[src/rtl/gt_hs_pkg.sv]
// Shared math-components constants: default operand width and the
// handshake FSM state encoding used by the compare blocks.
package gt_hs_pkg;

    localparam int unsigned WIDTH_DEFAULT = 32;

    typedef enum logic [1:0] {
        GET_A   = 2'd0,
        GET_B   = 2'd1,
        COMPARE = 2'd2,
        PUT_Z   = 2'd3
    } state_t;

endpackage

[src/rtl/gt_hs_core.sv]
// Combinational signed greater-than, shared by the handshake compare blocks.
module gt_core
    import gt_hs_pkg::*;
#(
    parameter int unsigned WIDTH = WIDTH_DEFAULT
) (
    input  logic [WIDTH-1:0] a,
    input  logic [WIDTH-1:0] b,
    output logic             z
);

    always_comb begin
        z = ($signed(a) > $signed(b));
    end

endmodule

[src/rtl/gt_hs.sv]
// Handshaked signed A > B: take A, take B, compare, then hold the result
// until the consumer acknowledges it.
module gt_hs
    import gt_hs_pkg::*;
#(
    parameter int unsigned WIDTH = WIDTH_DEFAULT
) (
    input  logic             clk,
    input  logic             rst,
    input  logic [WIDTH-1:0] input_a,
    input  logic             input_a_stb,
    output logic             input_a_ack,
    input  logic [WIDTH-1:0] input_b,
    input  logic             input_b_stb,
    output logic             input_b_ack,
    output logic             output_z,
    output logic             output_z_stb,
    input  logic             output_z_ack
);

    state_t           state, state_next;
    logic [WIDTH-1:0] a_reg, a_next;
    logic [WIDTH-1:0] b_reg, b_next;
    logic             a_ack_next, b_ack_next, z_next, z_stb_next;
    logic             core_z;

    gt_core #(.WIDTH(WIDTH)) u_core (
        .a (a_reg),
        .b (b_reg),
        .z (core_z)
    );

    always_ff @(posedge clk or posedge rst) begin
        if (rst) begin
            state        <= GET_A;
            a_reg        <= '0;
            b_reg        <= '0;
            input_a_ack  <= 1'b1;
            input_b_ack  <= 1'b0;
            output_z     <= 1'b0;
            output_z_stb <= 1'b0;
        end else begin
            state        <= state_next;
            a_reg        <= a_next;
            b_reg        <= b_next;
            input_a_ack  <= a_ack_next;
            input_b_ack  <= b_ack_next;
            output_z     <= z_next;
            output_z_stb <= z_stb_next;
        end
    end

    // Ack/stb outputs are registered, so their next values are decided here
    // alongside the state transition that makes them true.
    always_comb begin
        state_next = state;
        a_next     = a_reg;
        b_next     = b_reg;
        a_ack_next = input_a_ack;
        b_ack_next = input_b_ack;
        z_next     = output_z;
        z_stb_next = output_z_stb;
        unique case (state)
            GET_A: begin
                if (input_a_ack && input_a_stb) begin
                    a_next     = input_a;
                    a_ack_next = 1'b0;
                    b_ack_next = 1'b1;
                    state_next = GET_B;
                end
            end
            GET_B: begin
                if (input_b_ack && input_b_stb) begin
                    b_next     = input_b;
                    b_ack_next = 1'b0;
                    state_next = COMPARE;
                end
            end
            COMPARE: begin
                z_next     = core_z;
                z_stb_next = 1'b1;
                state_next = PUT_Z;
            end
            PUT_Z: begin
                if (output_z_stb && output_z_ack) begin
                    z_stb_next = 1'b0;
                    a_ack_next = 1'b1;
                    state_next = GET_A;
                end
            end
            default: state_next = GET_A;
        endcase
    end

endmodule

[config.mk]
export PLATFORM = sky130hd
export DESIGN_NAME = gt_hs
export DESIGN_NICKNAME = d
export VERILOG_FILES = /design/src/rtl/gt_hs_pkg.sv /design/src/rtl/gt_hs_core.sv /design/src/rtl/gt_hs.sv
export SDC_FILE = /design/constraint.sdc
export NUM_CORES = 1
export LEC_CHECK = 0
export CORE_ASPECT_RATIO = 0.7
export CORE_MARGIN = 2
export CORE_UTILIZATION = 55
export DETAILED_ROUTE_END_ITERATION = 10
export GPL_ROUTABILITY_DRIVEN = 0
export GPL_TIMING_DRIVEN = 0
export PLACE_DENSITY = 0.85
export SYNTH_ARGS = -nofsm -noshare
export SYNTH_HDL_FRONTEND = slang
export SYNTH_SLANG_ARGS = --single-unit
[constraint.sdc]
create_clock -name clk -period 4.83 [get_ports clk]
set_input_delay 0.966 -clock clk [delete_from_list [all_inputs] [get_ports clk]]
set_output_delay 0.966 -clock clk [all_outputs]
set_load 0.005 [all_outputs]
==> After elaboration in Yosys (flattened, before gate mapping) <==
Cells that the tools add are included.
{ "totals": {"memories": 0, "latchBits": 0, "wordCells": 39, "in_bits": 69, "out_inout_bits": 4, "ff_bits": 70, "romBits": 0, "ram_bits": 0} }
{ "classes": {"multipliers": 0, "shift": 0, "magnitude_cmp": 1, "reduce_logical": 13, "n_addsub": 0, "eq_ne": 6, "bitwise_logic": 0, "muxes": 12, "div": 0} }
{ "op_table": {"columns": ["cell", "n"], "rows": [
  ["32-bit greater-than comparator", 1],
  ["3-bit AND reduction", 3],
  ["2-bit case mux with 4 select lines", 1],
  ["2-bit 2-to-1 mux", 3],
  ["2-bit inequality test (second input constant)", 3],
  ["1-bit case mux with 2 select lines", 3],
  ["2-bit AND reduction", 3],
  ["2-bit nonzero test", 3],
  ["1-bit 2-to-1 mux", 5],
  ["2-bit == test (second input constant)", 2],
  ["1-bit logical AND", 3],
  ["2-bit by 1-bit == test with 1-bit output (second input constant)", 1],
  ["2-bit zero test", 1]
]} }

==> Longest topological paths before layout <==
{ "logic_depth": {"word_depth": 3, "mapped_depth": 8, "depth_no_buf": 8} }

==> By module <==
Synthesis repeated with hierarchy kept, for this count alone.
{ "unflattened": {"hier_cells": 281, "area_unflattened_um2": 3797.4} }
{ "modules_own_cells": {"columns": ["module", "area_per_inst_um2", "instances", "cells_each", "seq_area_each_um2"], "rows": [
  ["gt_hs", 2992.9, 1, 168, 1752.9],
  ["gt_core", 804.5, 1, 113, 0.0]
]} }

==> Worst setup path before layout <==
No wires, ideal clock.
{ "synth_path": {"path_kind": "register to register", "start": "register a_reg[31]", "end": "register output_z", "arrival_ns": 2.152, "n_path_buf": 0, "required_time_ns": 4.706, "stages_incl_launch_ff": 8, "synth_period_minus_slack_ns": 2.276, "setup_ns": 0.124, "path_slack_ns": 2.554, "cell_sequence": "dfrtp_1 -> ha_1 -> nand4_1 -> or4_1 -> or4_1 -> nand3_1 -> o32a_2 -> nand3_1"} }
{ "synth_between": {"elab_chain_cells": 1} }
{ "synth_rtl": {"columns": ["item", "line", "text"], "rows": [
  ["start: declaration", "gt_hs.sv:22", "logic [WIDTH-1:0] a_reg, a_next;"],
  ["start signal: assignment", "gt_hs.sv:44", "a_reg <= a_next;"],
  ["32-bit greater-than comparator", "gt_hs_core.sv:13", "z = ($signed(a) > $signed(b));"],
  ["end signal: assignment", "gt_hs.sv:48", "output_z <= z_next;"],
  ["end: declaration", "gt_hs.sv:16", "output logic output_z,"]
]} }
Every way passes these cells.
A chain may end at the register's enable or synchronous reset.

==> Worst setup path in the final report <==
Ends and elaborated chain as after synthesis.

==> impl_metrics.py <==
metrics = {
    "sta": {
        "slew_violations": 0,
        "fin_hold_ws_ns": 0.497,
        "setup_ws_ns": 2.33,
        "max_slew_margin_pct": 44.4,
        "tns_ns": 0,
        "layout_min_cycle_time_ns": 2.50,
        "max_slew.worst_pin.slew_ns": 0.834,
        "skew_ns": 0.00558,
        "setup_viol": 0,
        "fmax_mhz": 401,
        "hold_viol": 0,
        "fin_crit_sh_pct": 51.7,
        "grt_setup_unrepaired": "no",
    },
    "cts": {
        "cts-resized-gates": 0,
        "cts_setup_buffers": 0,
        "cts_max_path_buffers": 2,
        "clk_latency_ns": 0.35,
        "cts_tree": "done",
        "htree_levels": 3,
        "clk_pin_slew_ns": 0.07,
        "numCtsBuffers": 9,
        "cts_root_buffer": "clkbuf_8",
        "hold_buffers": 0,
        "cts_sinks": 70,
    },
    "synthesis": {
        "syn_inst": 290,
        "ys_ff_latch": 70,
        "synth-compound-area-share_pct": 5.46,
        "ys_warn_count": 0,
        "yosys.area.top_type": "dfrtp_1",
        "synth.avg_cell_area_um2": 12.1,
        "muxShareOfSynthArea_pct": 20.6,
        "synth.cell_area_um2": 3500,
        "synth_cell_types": 28,
        "synthesis.nets": 395,
        "ys_seq_area_share_pct": 50.0,
        "yosys-top-cells-area": "dfrtp_1 (49%), mux2_2 (21%), ha_1 (13%)",
        "synth_xor_area_share_pct": 0,
        "yosys.area_share.simple_pct": 6.57,
        "synth_top_cell_area_share_pct": 49.3,
        "synth_fa_ha_area_share_pct": 12.9,
        "synth_top_family_by_area": "multiplexers",
    },
    "global_routing": {
        "grt_overflow": 0,
        "antenna_found_initial": 0,
        "grt_pass1_wl_mm": 11.7,
        "grt_pass1_vias": 2582,
        "track_usage_pct": 21.5,
        "grt_max_degree": 71,
    },
    "floorplanning": {
        "coreArea_um2": 6190,
        "initial_core_util_pct": 56.6,
        "dieWidth_um": 99.4,
        "ios": 73,
        "rows": 24,
        "die_height_um": 70.8,
        "dieArea_um2": 7030,
    },
    "route": {
        "num_vias": 2443,
        "first_pass_iters": 4,
        "wl_per_cell_um": 15.3,
        "via_per_inst": 5.36,
        "wl_mm": 6.96,
        "drcViolationCount": 0,
        "ant_nets": 0,
        "drtIter0Drc": 77,
    },
    "place": {
        "port_buffers": 72,
        "dp.cells": 440,
        "dp_hpwl_mm": 5.18,
        "post-place-ws_ns": 2.07,
    },
    "status": {
        "status": "finished, final reports clean",
    },
    "final_layout": {
        "stdcell_count": 456,
        "syn_to_final_growth_pct": 28.6,
        "layout-drive-gt1-share_pct": 21.4,
        "diodes": 0,
        "n_fill_cell": 444,
        "fin_nets": 478,
    },
    "run": {
        "max_cap_viol_count": 0,
    },
    "min_path": {
        "hold_depth": 2,
        "worstHoldPathType": "flip-flop to flip-flop",
    },
    "worst_setup_path": {
        "r2r_cells": 7,
        "path_max_fanout": 4,
        "start_kind": "flip-flop",
        "critPathArrivalTime_ns": 2.73,
        "worstSetupPathType": "flip-flop to flip-flop",
        "cp_data_required_time_ns": 5.06,
        "critPathCaptureType": "flip-flop",
    },
    "pwr": {
        "power.density_nw_per_um2": 245,
        "power.leakage_uw": 0.00225,
        "ir_worst_vdd_uv": 181,
    },
}
-- logic make-up after synthesis --
| logic type | after synthesis |
|---|---|
| fa+ha+maj | 36 |
| mux | 64 |
| buf+inv | 42 |
| simple gates | 46 |
| compound gates | 32 |
| flops | 70 |
-- worst max-delay path, stage by stage, from the launching register on --
cell and delay [ns]:
dfrtp_1 0.38, ha_1 0.33, nand4_1 0.18, or4_1 0.57
or4_1 0.58, nand3_1 0.12, o32a_2 0.14, nand3_1 0.07
-- cell type report --
class                           instances  area [µm²]  share of cell area (%)
Sequential cell                        70        1750                    38.9
Multi-Input combinational cell        178        1590                    35.3
Timing Repair Buffer                   72         721                    16.0
Inverter                               36         138                    3.05
Clock buffer                           12         135                    3.00
Tap cell                               78        97.6                    2.17
Clock inverter                          4        47.5                    1.05
Buffer                                  6        22.5                   0.500
-- placed cells by master (no fill, tap or decap), types with 8 or more instances in the layout --
cell type and instances:
mux2_2 64, nand4_1 8, a21oi_1 14, ha_1 36, nand3_1 8, dfrtp_1 69, inv_1 35, nand2_1 16
clkbuf_8 9, clkdlybuf4s50_1 72
-- cell usage after synthesis --
cell type	number
or4_1	2
nor4b_1	1
nand3_1	8
a211oi_1	2
nor2_1	5
o22ai_1	1
ha_1	36
nor3_1	1
mux2_2	64
clkbuf_1	2
inv_1	36
o211ai_1	2
nand4_1	8
nand3b_1	1
or2_2	1
nand2b_1	2
a31oi_1	1
nor2b_1	1
a21o_1	2
dfstp_2	1
a21oi_1	14
buf_1	4
o21ai_0	7
nand2_1	16
a22oi_1	1
dfrtp_1	69
a222oi_1	1
o32a_2	1
-- stage by stage --
step                cell area [µm²]  utilization [%]  power [µW]
CTS                            4510             72.9        1110
detailed placement             4320             69.9         667
global placement               4320             69.9         666
floorplan                      3500                -         607
finish                         4510             72.9        1110
global route                   4510             72.9        1140
-- final timing paths --
kind | from | end | slack [ns]
worst min register to register | input_a_ack$_DFFE_PP1P_ | input_a_ack$_DFFE_PP1P_ | 0.50
max in group asynchronous | rst | a_reg[28]$_DFFE_PP0P_ | 3.15
worst max-delay path | a_reg[31]$_DFFE_PP0P_ | output_z$_DFFE_PP0P_ | 2.33
worst max register to register | a_reg[31]$_DFFE_PP0P_ | output_z$_DFFE_PP0P_ | 2.33
min in group asynchronous | rst | b_reg[8]$_DFFE_PP0P_ | 1.15
worst min-delay path | input_a_ack$_DFFE_PP1P_ | input_a_ack$_DFFE_PP1P_ | 0.50
-- routing by layer --
layer  up-vias  share of wire [%]  global-route usage [%]
met2        68                 46                    34.7
met4         0                2.7                    8.83
met5         -                  0                       0
met1      1176                 46                    27.9
met3        16                4.9                    5.63
li1       1183                  -                       -
-- report_power, final --
group	total [µW]	internal (µW)	switching (µW)	leakage, µW
clock network	451	237	213	0.0000904
logic	69.6	48.5	21.1	0.00119
registers	586	586	0	0.000970
Note: power is estimated with default switching activity, not from simulation.
